--- src/rtl/btn_conditioner.sv ---
// Two-channel pushbutton conditioner: synchronizes the raw buttons, debounces
// each channel with its own qualification FSM, emits one-cycle press strobes
// and keeps the run/pause level that start/pause toggles.
//
//   state        | meaning
//   -------------+--------------------------------------------------
//   IDLE         | button released and accepted as released
//   PRESS_WAIT   | high seen, counting stable-high cycles
//   PRESSED      | press accepted, waiting for release
//   RELEASE_WAIT | low seen, counting stable-low cycles
module btn_conditioner #(
    parameter int unsigned DEBOUNCE_CYCLES = 1000000
) (
    input  logic       mclk,
    input  logic       rst_n,
    input  logic [1:0] btn,
    output logic [1:0] btn_db,
    output logic       clr_pulse,
    output logic       start_pulse,
    output logic       run
);

    localparam logic [1:0] IDLE         = 2'd0;
    localparam logic [1:0] PRESS_WAIT   = 2'd1;
    localparam logic [1:0] PRESSED      = 2'd2;
    localparam logic [1:0] RELEASE_WAIT = 2'd3;

    // Terminal count of the stability counter; the counter never passes it.
    localparam logic [26:0] CNT_LAST = 27'(DEBOUNCE_CYCLES - 1);

    logic [1:0]       sync_a;
    logic [1:0]       sync_q;
    logic [1:0][1:0]  state_q;
    logic [1:0][1:0]  state_nx;
    logic [1:0][26:0] cnt_q;
    logic [1:0][26:0] cnt_nx;
    logic [1:0]       accept;

    // Two-flop synchronizer per button; only sync_q feeds the FSMs.
    always_ff @(posedge mclk or negedge rst_n) begin
        if (!rst_n) begin
            sync_a <= 2'b00;
            sync_q <= 2'b00;
        end else begin
            sync_a <= btn;
            sync_q <= sync_a;
        end
    end

    // Per-channel qualification FSM next-state and counter logic.
    always_comb begin
        for (int i = 0; i < 2; i++) begin
            state_nx[i] = state_q[i];
            cnt_nx[i]   = cnt_q[i];
            accept[i]   = 1'b0;
            case (state_q[i])
                IDLE: begin
                    if (sync_q[i]) begin
                        state_nx[i] = PRESS_WAIT;
                        cnt_nx[i]   = '0;
                    end
                end
                PRESS_WAIT: begin
                    if (!sync_q[i]) begin
                        state_nx[i] = IDLE;
                        cnt_nx[i]   = '0;
                    end else if (cnt_q[i] == CNT_LAST) begin
                        state_nx[i] = PRESSED;
                        cnt_nx[i]   = '0;
                        accept[i]   = 1'b1;
                    end else begin
                        cnt_nx[i] = cnt_q[i] + 27'd1;
                    end
                end
                PRESSED: begin
                    // Holding the button does nothing further: no auto-repeat.
                    if (!sync_q[i]) begin
                        state_nx[i] = RELEASE_WAIT;
                        cnt_nx[i]   = '0;
                    end
                end
                RELEASE_WAIT: begin
                    if (sync_q[i]) begin
                        state_nx[i] = PRESSED;
                        cnt_nx[i]   = '0;
                    end else if (cnt_q[i] == CNT_LAST) begin
                        state_nx[i] = IDLE;
                        cnt_nx[i]   = '0;
                    end else begin
                        cnt_nx[i] = cnt_q[i] + 27'd1;
                    end
                end
                default: begin
                    state_nx[i] = IDLE;
                    cnt_nx[i]   = '0;
                end
            endcase
        end
    end

    // FSM state and counter registers.
    always_ff @(posedge mclk or negedge rst_n) begin
        if (!rst_n) begin
            state_q <= {IDLE, IDLE};
            cnt_q   <= '0;
        end else begin
            state_q <= state_nx;
            cnt_q   <= cnt_nx;
        end
    end

    // Strobes fire the cycle after acceptance; run flips on that same edge.
    always_ff @(posedge mclk or negedge rst_n) begin
        if (!rst_n) begin
            clr_pulse   <= 1'b0;
            start_pulse <= 1'b0;
            run         <= 1'b1;
        end else begin
            clr_pulse   <= accept[0];
            start_pulse <= accept[1];
            run         <= run ^ accept[1];
        end
    end

    // Debounced level is high from acceptance until the release is qualified.
    always_comb begin
        for (int i = 0; i < 2; i++) begin
            btn_db[i] = (state_q[i] == PRESSED) || (state_q[i] == RELEASE_WAIT);
        end
    end

endmodule

--- config.mk ---
export PLATFORM = sky130hd
export DESIGN_NAME = btn_conditioner
export DESIGN_NICKNAME = d
export VERILOG_FILES = /design/src/rtl/btn_conditioner.sv
export SDC_FILE = /design/constraint.sdc
export NUM_CORES = 1
export LEC_CHECK = 0
export CAP_MARGIN = 0
export CORE_UTILIZATION = 50
export CTS_BUF_LIST = sky130_fd_sc_hd__clkbuf_4 sky130_fd_sc_hd__clkbuf_8 sky130_fd_sc_hd__clkbuf_16
export DETAILED_ROUTE_END_ITERATION = 8
export PLACE_DENSITY_LB_ADDON = 0.1
export SLEW_MARGIN = 20
export SYNTH_ARGS = -nofsm -noshare
export SYNTH_HDL_FRONTEND = slang
export SYNTH_SLANG_ARGS = --single-unit
--- constraint.sdc ---
create_clock -name mclk -period 6.18 [get_ports mclk]
set_clock_uncertainty 0.05 [all_clocks]
set_input_delay 1.236 -clock mclk [delete_from_list [all_inputs] [get_ports mclk]]
set_output_delay 1.236 -clock mclk [all_outputs]
set_load 0.03 [all_outputs]
Word level (Yosys, flattened, before mapping):

Cells that the tools add are included.

* $add $sub $neg: 2
* eq/ne operators: 16
* multiplexer cells: 32
* bitwise gates (word level): 1
* reduce and logical (&&, ||, !) cells: 8

Operators by type and width (number)
* 27-bit two-way mux: 10
* 27-bit case mux with 4 select lines: 2
* 27-bit by 1-bit adder with 27-bit output (second input constant): 2
* 27-bit by 20-bit equality test with 1-bit output (second input constant): 2
* 2-bit two-way mux: 12
* 2-bit case mux with 4 select lines: 2
* 3-bit != test (second input constant): 4
* 2-bit equality test (second input constant): 4
* 2-bit != test (second input constant): 4
* 4-bit AND reduction: 2
* 1-bit two-way mux: 6
* 2-bit by 1-bit equality test with 1-bit output (second input constant): 2
* 2-bit zero test: 2
* 2-bit AND reduction: 2
* 1-bit logical OR: 2
* 1-bit bitwise XOR: 1

* register bits: 65
* bits of input ports: 4
* output and inout port bits: 5
* logic and storage cells: 68

Depth between registers and ports, before layout:

Gate-level depths: netlist of run 1.

* word-level depth: 5
* mapped depth: 8
* gate-level depth less buffers: 6

Worst setup path before layout of run 1:

OpenSTA, ideal clock, no wires.

* path type: register to register
* start: reg cnt_q[0] (netlist name)
* end: reg cnt_q[24] (netlist name)
* library setup time: 0.123 ns
* data arrival time: 1.857 ns
* required time: 6.007 ns
* setup slack: 4.150 ns
* stages on the path, launching flop included: 8
* buffers on the path: 1
* period minus slack after synthesis: 2.030 ns
* cells stage by stage: dfrtp_1 > ha_1 > nand4_1 > or4_1 > clkbuf_1 > o31a_1 > o21ai_0 > nand2_1

* longest elaborated chain between the ends: 4
* elaborated cells between the ends (all ways): 6
* those cells by class: add/sub: 1; eq/ne: 1; mux: 4

Ends and longest elaborated chain
* from (decl): line 35 `logic [1:0][26:0] cnt_q;`
* from (signal assigned): line 108 `cnt_q <= cnt_nx;`
* 27-bit by 1-bit adder with 27-bit output or 27-bit by 20-bit equality test with 1-bit output (tied branches)
* 27-bit two-way mux (*): line 67, 86
* 27-bit two-way mux (on tied branches): line 83, 64
* 27-bit case mux with 4 select lines (*): line 56 `case (state_q[i])`

Mark *: on every way between the ends. The rest lies on a longest branch, timed or not.
A chain may end at the register's enable or synchronous reset.

Worst setup path after layout of run 1:

* start: reg run
* end: out run

RTL lines
* from (decl): line 20 `output logic run`
* from (signal assigned): line 121 `run <= run ^ accept[1];`

No word-level cell between the ends.

==> results of run 1 <==
==> registers in the layout, summed over array words and instances, names as in the netlist, named ones only <==
signal	cells
start_pulse	1
cnt_q	54
sync_q	2
sync_a	2
run	1
state_q	2
clr_pulse	1
==> cells in the final DEF, fill, tap and decap left out, types with 2 or more instances in the layout <==
cell / instances
sky130_fd_sc_hd__and4b_1: 2
sky130_fd_sc_hd__a22o_1: 4
sky130_fd_sc_hd__and4_1: 8
sky130_fd_sc_hd__o21ai_0: 21
sky130_fd_sc_hd__nand3b_1: 3
sky130_fd_sc_hd__nor4_1: 15
sky130_fd_sc_hd__or4_1: 2
sky130_fd_sc_hd__a21o_1: 6
sky130_fd_sc_hd__or2_2: 3
sky130_fd_sc_hd__and2_1: 4
sky130_fd_sc_hd__o2bb2ai_1: 2
sky130_fd_sc_hd__ha_1: 2
sky130_fd_sc_hd__nand2b_1: 5
sky130_fd_sc_hd__clkbuf_8: 12
sky130_fd_sc_hd__mux2_2: 3
sky130_fd_sc_hd__buf_4: 4
sky130_fd_sc_hd__a21oi_1: 25
sky130_fd_sc_hd__nor4b_1: 3
sky130_fd_sc_hd__or3_1: 2
sky130_fd_sc_hd__a41oi_1: 7
sky130_fd_sc_hd__nor3_1: 13
sky130_fd_sc_hd__inv_1: 9
sky130_fd_sc_hd__nor4_4: 2
sky130_fd_sc_hd__nand3_1: 23
sky130_fd_sc_hd__o31a_1: 3
sky130_fd_sc_hd__xnor2_1: 4
sky130_fd_sc_hd__nand4_1: 14
sky130_fd_sc_hd__dfrtp_1: 64
sky130_fd_sc_hd__nor2_1: 15
sky130_fd_sc_hd__nand2_1: 52
sky130_fd_sc_hd__clkdlybuf4s50_1: 7
sky130_fd_sc_hd__clkinvlp_4: 2
sky130_fd_sc_hd__xor2_1: 5
sky130_fd_sc_hd__a31oi_1: 32
sky130_fd_sc_hd__and3_1: 9
==> kinds of logic (layout without fill, tap and decap cells) <==
group / after synthesis / after routing / share of synthesized area (%)
compound gates: 108 / 108 / 18.7
xor+xnor: 9 / 9 / 2.19
fa+ha+maj: 2 / 2 / 0.695
buf+inv: 38 / 37 / 4.28
flops: 65 / 65 / 45.2
mux: 4 / 4 / 1.22
simple gates: 179 / 179 / 27.6
==> power by group <==
group          total (uW)  switching [uW]  internal, uW
Clock                 388             170           219
Sequential            459            19.2           440
Combinational         116            82.5          33.7
==> through the flow <==
step                instances  total power [uW]  hold WS (ns)  worst slack, ns
floorplan                 405               549         0.281             4.15
global route              500              1010         0.327             3.30
detailed placement        484               584         0.287             3.71
global placement          484               581         0.291             3.71
finish                    500               964         0.308             3.34
CTS                       500               975         0.313             3.31
==> layout make-up <==
class | instances | share of cell area [%]
Tap cell | 96 | 3.06
Timing Repair Buffer | 12 | 2.68
Sequential cell | 65 | 41.5
Clock inverter | 4 | 1.28
Clock buffer | 12 | 4.21
Multi-Input combinational cell | 302 | 46.4
Inverter | 9 | 0.861
==> routing by layer <==
| layer | track usage, % | share of wire, % | vias to the layer above |
|---|---|---|---|
| met4 | 8.03 | 1.7 | 0 |
| li1 | - | - | 1511 |
| met5 | 0 | 0 | - |
| met1 | 28.3 | 43 | 1535 |
| met3 | 6.48 | 4.6 | 12 |
| met2 | 40.4 | 51 | 67 |
==> worst paths after layout <==
kind | endpoint | cells after the start
worst max-delay path | run | 1
worst min-delay path | sync_q[1] | 0
worst max register to register | cnt_q[38] | 5
worst min register to register | sync_q[1] | 0
max in group asynchronous | cnt_q[47] | 2
min in group asynchronous | sync_a[0] | 2
==> metrics, run 1 <==
run status finished, final reports clean; Critical Path AT 1.55 ns; Synth Register Bits 65; Via-to-Cell Ratio 6.25; buffer depth of the longest clock path 2; Slowest Stage Delay on Critical Path 0.67 ns; sequential fraction of the synthesis area 45.2%; CP Data Required Time 4.89 ns; die height 86.8 um; detailed placement HPWL 5300 um; Site Rows 30; wire length of the first global-routing pass 13700 um; DR iter-0 viols 155; insertion delay of the later-clocked pin in the worst-skew pair 0.34 ns; ordered list of cells on the worst path clkdlybuf4s50_1; fraction of final layout cells with drive strength greater than 1 8.42%; placement-stage cell area 0.00371 sq mm; Routed Antenna Nets 0; setup violators final 0; classification of the worst setup path flip-flop to primary output; ranking of synthesized cells by instance count sky130_fd_sc_hd__dfrtp_1, sky130_fd_sc_hd__nand2_1, sky130_fd_sc_hd__a31oi_1, sky130_fd_sc_hd__a21oi_1, sky130_fd_sc_hd__nand3_1; CTS Root Buffer Type sky130_fd_sc_hd__clkbuf_8; number of buffers inserted by port buffering 8; worst rel slew slack 30.9%; power density relative to cell area 246 mW/mm^2; Post-Synthesis Mean Instance Area 8.89 sq um; Leak 0.00161 uW; Layout Cell Area excl Fill 0.00392 sq mm; Multi-input gate area 0.00182 sq mm; time the worst path needs with I/O delays and setup 2.84 ns; slowest stage cell, crit path sky130_fd_sc_hd__clkdlybuf4s50_1; number of resized instances in the post-cts repair step 0; start point of the worst hold path sync_a[1]; CTS clock-pin slew for the worst setup and hold paths 0.07 ns; Post-synth top flop sky130_fd_sc_hd__dfrtp_1; Area growth syn-to-layout 9.01%; number of diodes 0; number of buffers and inverters on the critical path 1; setup repair after global routing missed its margin false; ratio of final minimum period to clock period 45.9%; worst supply voltage drop on vdd 196 uV; CTS sink count 65; floorplan die width 86.8 um; nets in the synthesized netlist 411; cell count after synthesis 405; nature of the critical path startpoint flip-flop; final hold viol count 0; Achievable Freq 0.352 GHz; number of max-cap violations 0; number of enable flip-flop cells after synthesis 0; CTS tree done; critical path peak fanout 2; Starting Density 52.4%; I/O pin count 9; grt total ovfl 0; total wire length after detailed routing 8130 um; share of flip-flops with an asynchronous set or reset after synthesis 100%; number of buffers created by CTS 9; distinct cell type count of the synthesized netlist 49; initial antenna violation count 0; Std-Cell Core Area 0.00687 sq mm; flop-to-flop setup slack 3.70 ns; area taken by flip-flops and latches 0.00163 sq mm; critical path launch point run; detailed-route via count 3125; number of nets in the finished design 405; vias in the first global route 2841; dominant cell type by area after synthesis sky130_fd_sc_hd__dfrtp_1; fill count 652; transition at the pin with the smallest max-transition slack 1.03 ns; post-synthesis instance area 0.00360 sq mm; length of the first detailed-routing pass in iterations 4; worst min-delay path category flip-flop to flip-flop; largest net degree at the start of global routing 66; Placer Congestion 0.833; Warnings, synthesis 0; Crit path max-delay family buffers and inverters; post-detailed-route DRC marker count 0; kind of end point of the critical path primary output; most common cell in the netlist sky130_fd_sc_hd__dfrtp_1; post-synth top area share 44.5%; post-detailed-route wirelength per cell 16.3 um; count of pins over their slew limit 0; H-tree depth 3; utilization of the core after routing 57.1%; setup TNS after final layout 0 ns; overall track demand over capacity in global routing 23.5%; Synth area leaders sky130_fd_sc_hd__dfrtp_1, sky130_fd_sc_hd__a31oi_1, sky130_fd_sc_hd__nand2_1; Setup Fix Bufs, Post-CTS 0; start of the worst register-to-register path cnt_q[38]; CTS Hold Bufs 0; die footprint 0.00754 sq mm
(Power assumes the default switching activity.)
==> inputs of run 2 (changes only) <==
==> constraint.sdc (replaced) <==
create_clock -name mclk -period 2.83 [get_ports mclk]
set_clock_uncertainty 0.05 [all_clocks]
set_input_delay 0.566 -clock mclk [delete_from_list [all_inputs] [get_ports mclk]]
set_output_delay 0.566 -clock mclk [all_outputs]
set_load 0.03 [all_outputs]
==> run 2 against run 1 <==
- routed wire length increased by 1.4%
- first-iteration DRC count fell by 26%
- hold slack lost 0.13 ns
- total power grew 110%
- critical path depth increased by 5
- utilization increased by 0.29 points
- critical path type is now flip-flop to flip-flop
==> metrics, run 2 (synthesized netlist as in run 1, its figures left out) <==
total instance count after detailed placement 488 (was 484); worst min-delay path category primary input to asynchronous set/reset pin (was flip-flop to flip-flop); CTS sink count 65 (unchanged); worst supply voltage drop on vdd 387 uV (was 196 uV); final hold viol count 0 (unchanged); Slowest Stage Delay on Critical Path 0.53 ns (was 0.67 ns); worst rel slew slack 41.4% (was 30.9%); transition at the pin with the smallest max-transition slack 0.875 ns (was 1.03 ns); Crit path max-delay family simple AND/OR/NAND/NOR gates (was buffers and inverters); H-tree depth 3 (unchanged); critical path peak fanout 11 (was 2); CP Data Required Time 3.02 ns (was 4.89 ns); Leak 0.00163 uW (was 0.00161 uW); number of buffers inserted by port buffering 8 (unchanged); fill count 629 (was 652); Placer Congestion 0.814 (was 0.833); run status finished, final reports clean (unchanged); number of buffers created by CTS 9 (unchanged); post-detailed-route wirelength per cell 16.4 um (was 16.3 um); placement-stage cell area 0.00376 sq mm (was 0.00371 sq mm); initial antenna violation count 0 (unchanged); Setup Fix Bufs, Post-CTS 0 (unchanged); Layout Cells excl Fill 503 (was 500); length of the first detailed-routing pass in iterations 4 (unchanged); ratio of final minimum period to clock period 85.8%; number of buffers and inverters on the critical path 1 (unchanged); floorplan die width 86.8 um (unchanged); classification of the worst setup path flip-flop to flip-flop (was flip-flop to primary output); detailed-route via count 3153 (was 3125); CTS Hold Bufs 0 (unchanged); largest net degree at the start of global routing 41 (was 66); total wire length after detailed routing 8240 um (was 8130 um); Area growth syn-to-layout 9.56% (was 9.01%); count of pins over their slew limit 0 (unchanged); post-route setup slack 0.403 ns (was 3.34 ns); wire length of the first global-routing pass 14100 um (was 13700 um); kind of end point of the critical path flip-flop (was primary output); setup TNS after final layout 0 ns (unchanged); power density relative to cell area 515 mW/mm^2 (was 246 mW/mm^2); grt total ovfl 0 (unchanged); vias in the first global route 2927 (was 2841); setup violators final 0 (unchanged); Achievable Freq 0.412 GHz; register with the most flip-flops cnt_q (unchanged); die height 86.8 um (unchanged); highest-count cells in the layout ignoring fill and taps sky130_fd_sc_hd__dfrtp_1, sky130_fd_sc_hd__nand2_1, sky130_fd_sc_hd__a31oi_1 (unchanged); Layout Cell Area excl Fill 0.00394 sq mm (was 0.00392 sq mm); CTS tree done (unchanged); I/O pin count 9 (unchanged); Starting Density 52.4% (unchanged); overall track demand over capacity in global routing 24.3% (was 23.5%); number of diodes 0 (unchanged); slowest stage cell, crit path sky130_fd_sc_hd__or4b_1 (was sky130_fd_sc_hd__clkdlybuf4s50_1); CTS clock-pin slew for the worst setup and hold paths 0.07 ns (about the same); Critical Path AT 2.61 ns (was 1.55 ns); time the worst path needs with I/O delays and setup 2.43 ns; pre-CTS WS 0.442 ns (was 3.71 ns); Std-Cell Core Area 0.00687 sq mm (unchanged); CTS Root Buffer Type sky130_fd_sc_hd__clkbuf_8 (unchanged); most frequent standard cell in the layout excluding fill and tap cells sky130_fd_sc_hd__dfrtp_1 (unchanged); post-detailed-route DRC marker count 0 (unchanged); Routed Antenna Nets 0 (unchanged); fraction of final layout cells with drive strength greater than 1 9.09% (was 8.42%); detailed placement HPWL 5450 um (was 5300 um); setup repair after global routing missed its margin false (unchanged); flip-flop count of the largest register, all copies and words added 54 (unchanged); ordered list of cells on the worst path or4b_1 -> nor4_1 -> a21o_1 -> buf_4 -> o21ai_0 -> a22o_1 (was clkdlybuf4s50_1); Via-to-Cell Ratio 6.27 (was 6.25); insertion delay of the later-clocked pin in the worst-skew pair 0.35 ns (was 0.34 ns); number of max-cap violations 0 (unchanged); DR iter-0 viols 114 (was 155); die footprint 0.00754 sq mm (unchanged); nature of the critical path startpoint flip-flop (unchanged); number of resized instances in the post-cts repair step 0 (unchanged); number of nets in the finished design 409 (was 405); buffer depth of the longest clock path 2 (unchanged); Site Rows 30 (unchanged)
[run 2: per-stage QoR]
stage               utilization, %  hold WS, ns  power, uW
global route                  57.4        0.226       2130
CTS                           57.4        0.190       2050
global placement              54.6        0.295       1290
floorplan                        -        0.220       1200
detailed placement            54.7        0.286       1300
finish                        57.4        0.180       2030
[run 2: worst register-to-register path, delay by kind of cell, from the launching register on]
| kind | cells | cell delay (ns) |
|---|---|---|
| and+or+nand+nor | 2 | 1.00 |
| DFF | 1 | 0.50 |
| buffers and inverters | 1 | 0.18 |
| AOI/OAI and AO/OA | 3 | 0.58 |
[run 2: final cells by class]
| cell class | instances | area (sq um) | area share (%) |
|---|---|---|---|
| Timing Repair Buffer | 16 | 148 | 3.74 |
| Inverter | 9 | 33.8 | 0.857 |
| Clock inverter | 2 | 12.5 | 0.317 |
| Sequential cell | 65 | 1630 | 41.3 |
| Multi-Input combinational cell | 302 | 1830 | 46.4 |
| Clock buffer | 13 | 173 | 4.38 |
| Tap cell | 96 | 120 | 3.05 |
[run 2: layer usage]
layer | vias up | GRT usage, % | part of all wire (%)
li1 | 1517 | - | -
met1 | 1562 | 30.6 | 45
met2 | 62 | 40.7 | 50
met3 | 12 | 5.43 | 3.6
met4 | 0 | 9.24 | 1.3
met5 | - | 0 | 0
[run 2: where the power goes]
part	switching [uW]	internal [uW]	leakage, uW
logic	184	88.1	0.000645
registers	42.9	962	0.000887
clock network	361	394	0.0000949
total	588	1440	0.00163
[run 2: worst paths after layout]
kind / start / end / slack [ns] / depth (start not counted)
worst max register to register: cnt_q[38] / cnt_q[38] / 0.40 / 6
min in group mclk: sync_a[1] / sync_q[1] / 0.31 / 0
worst max-delay path: cnt_q[38] / cnt_q[38] / 0.40 / 6
max in group asynchronous: rst_n / cnt_q[48] / 1.93 / 2
worst min-delay path: rst_n / state_q[0] / 0.18 / 1
worst min register to register: sync_a[1] / sync_q[1] / 0.31 / 0
==> inputs of run 3 (changes only) <==
--- a/config.mk
+++ b/config.mk
@@ -6,7 +6,7 @@
 export NUM_CORES = 1
 export LEC_CHECK = 0
 export CAP_MARGIN = 0
-export CORE_UTILIZATION = 50
+export CORE_UTILIZATION = 53
 export CTS_BUF_LIST = sky130_fd_sc_hd__clkbuf_4 sky130_fd_sc_hd__clkbuf_8 sky130_fd_sc_hd__clkbuf_16
 export DETAILED_ROUTE_END_ITERATION = 8
 export PLACE_DENSITY_LB_ADDON = 0.1
==> run 3 against run 2 <==
- count of clock-buffer cells in the layout unchanged
- critical path depth down 1
- sequential cell count unchanged
- sequential share of layout area up 0.16 points
- total power up 2.1%
- hold slack about the same
- routed wire length down 5.9%
- cell area down 0.38%
- clock power up 7.4%
- register-to-register slack worse by 0.05 ns
- maximum frequency down 2.1%
- critical path type unchanged
==> metrics, run 3 (synthesized netlist as in run 1, its figures left out) <==
Slowest Stage Delay on Critical Path 0.55 ns (was 0.53 ns); post-detailed-route wirelength per cell 16.0 um (was 16.4 um); Setup Fix Bufs, Post-CTS 0 (unchanged); ratio of final minimum period to clock period 87.6% (was 85.8%); Starting Density 55.7% (was 52.4%); critical path peak fanout 16 (was 11); overall track demand over capacity in global routing 24.0% (was 24.3%); Layout Cells excl Fill 483 (was 503); setup violators final 0 (unchanged); floorplan die width 84.4 um (was 86.8 um); number of resized instances in the post-cts repair step 0 (unchanged); CTS clock-pin slew for the worst setup and hold paths 0.08 ns (was 0.07 ns); Area growth syn-to-layout 9.14% (was 9.56%); fill count 593 (was 629); initial antenna violation count 0 (unchanged); count of pins over their slew limit 0 (unchanged); worst min-delay path category primary input to asynchronous set/reset pin (unchanged); number of nets in the finished design 407 (was 409); most frequent standard cell in the layout excluding fill and tap cells sky130_fd_sc_hd__dfrtp_1 (unchanged); number of max-cap violations 0 (unchanged); detailed-route via count 3105 (was 3153); classification of the worst setup path flip-flop to flip-flop (unchanged); setup TNS after final layout 0 ns (unchanged); transition at the pin with the smallest max-transition slack 0.754 ns (was 0.875 ns); length of the first detailed-routing pass in iterations 5 (was 4); number of diodes 0 (unchanged); Net Sw Frac 27.7% (was 28.9%); Achievable Freq 0.404 GHz (was 0.412 GHz); die height 84.4 um (was 86.8 um); Critical Path AT 2.66 ns (was 2.61 ns); slowest stage cell, crit path sky130_fd_sc_hd__or4b_1 (unchanged); largest net degree at the start of global routing 66 (was 41); Net Switching 574 uW (was 588 uW); Internal Pwr Total 1500 uW (was 1440 uW); run status finished, final reports clean (unchanged); ordered list of cells on the worst path or4b_1 -> nor4_2 -> a21o_1 -> o21ai_0 -> a22o_1 (was or4b_1 -> nor4_1 -> a21o_1 -> buf_4 -> o21ai_0 -> a22o_1); worst rel slew slack 49.7% (was 41.4%); highest-count cells in the layout ignoring fill and taps sky130_fd_sc_hd__dfrtp_1, sky130_fd_sc_hd__nand2_1, sky130_fd_sc_hd__a31oi_1 (unchanged); number of buffers inserted by port buffering 8 (unchanged); I/O pin count 9 (unchanged); insertion delay of the later-clocked pin in the worst-skew pair 0.35 ns (about the same); Site Rows 29 (was 30); grt total ovfl 0 (unchanged); Leak 0.00163 uW (about the same); Std-Cell Core Area 0.00646 sq mm (was 0.00687 sq mm); buffer depth of the longest clock path 2 (unchanged); setup repair after global routing missed its margin false (unchanged); Via-to-Cell Ratio 6.43 (was 6.27); post-detailed-route DRC marker count 0 (unchanged); portion of total power attributed to combinational logic 12.6% (was 13.4%); CTS Root Buffer Type sky130_fd_sc_hd__clkbuf_8 (unchanged); fraction of final layout cells with drive strength greater than 1 9.11% (was 9.09%); total wire length after detailed routing 7750 um (was 8240 um); vias in the first global route 2862 (was 2927); total instance count after detailed placement 467 (was 488); Placer Congestion 0.815 (was 0.814); kind of end point of the critical path flip-flop (unchanged); CTS Hold Bufs 0 (unchanged); CTS sink count 65 (unchanged); die footprint 0.00712 sq mm (was 0.00754 sq mm); nature of the critical path startpoint flip-flop (unchanged); power density relative to cell area 528 mW/mm^2 (was 515 mW/mm^2); detailed placement HPWL 5150 um (was 5450 um); flip-flop count of the largest register, all copies and words added 54 (unchanged); share of total power in sequential cells 48.4% (was 49.4%); DR iter-0 viols 250 (was 114); final hold viol count 0 (unchanged); time the worst path needs with I/O delays and setup 2.48 ns (was 2.43 ns); path depth of the worst reg2reg path 5 (was 6); wire length of the first global-routing pass 13700 um (was 14100 um); number of buffers created by CTS 9 (unchanged); register with the most flip-flops cnt_q (unchanged); CP Data Required Time 3.01 ns (was 3.02 ns); worst supply voltage drop on vdd 342 uV (was 387 uV); H-tree depth 3 (unchanged); CTS tree done (unchanged); Routed Antenna Nets 0 (unchanged); power share of the clock group 39.1% (was 37.1%)
run 3: cell count changes in the layout (fill, tap and decap cells not counted), sizes merged:
cell / delta
buf: -2
bufinv: +1
run 3: layer usage:
layer	routed length, um	vias to the layer above	global-route usage, %
met5	0	-	0
met4	95	0	7.70
met3	348	10	5.21
met2	3240	63	35.0
met1	4070	1514	35.9
li1	-	1518	-
run 3: through the flow:
stage / utilization (%) / total power [uW] / instance area (sq um) / worst slack [ns] / hold slack [ns]
final: 60.8 / 2070 / 3930 / 0.352 / 0.180
after global routing: 60.8 / 2180 / 3930 / 0.204 / 0.212
after CTS: 60.7 / 2090 / 3920 / 0.208 / 0.188
after detailed placement: 57.6 / 1280 / 3720 / 0.230 / 0.292
after global placement: 57.5 / 1270 / 3710 / 0.405 / 0.283
after floorplan: - / 1200 / 3600 / 0.800 / 0.220
run 3: cell type report:
cell class,count,area [sq um],share of cell area (%)
well taps,77,96.3,2.45
repair buffers,14,133,3.38
inverters,9,33.8,0.860
clock inverters,3,42.5,1.08
clock buffers,13,160,4.08
multi-input cells,302,1830,46.7
flip-flops and latches,65,1630,41.4
run 3: power by group through the flow:
stage,clock (uW),sequential (uW),combinational [uW]
6_report,810,1000,260
5_1_grt,877,1010,292
4_1_cts,824,1000,262
3_5_place_dp,0,1020,262
3_3_place_gp,0,1020,253
2_1_floorplan,0,1010,192
run 3: final timing paths:
path / startpoint / to / slack, ns
worst max-delay path: cnt_q[38] / cnt_q[38] / 0.35
max in group asynchronous: rst_n / run / 2.25
worst min register to register: sync_a[0] / sync_q[0] / 0.31
worst min-delay path: rst_n / cnt_q[50] / 0.18
min in group mclk: sync_a[0] / sync_q[0] / 0.31
worst max register to register: cnt_q[38] / cnt_q[38] / 0.35
run 3: worst max-delay path: cells and delay by family, from the launching register on:
kind,cells,cell delay (ns)
AND/OR/NAND/NOR,2,0.87
flip-flops,1,0.49
AO/OA/AOI/OAI,3,0.95
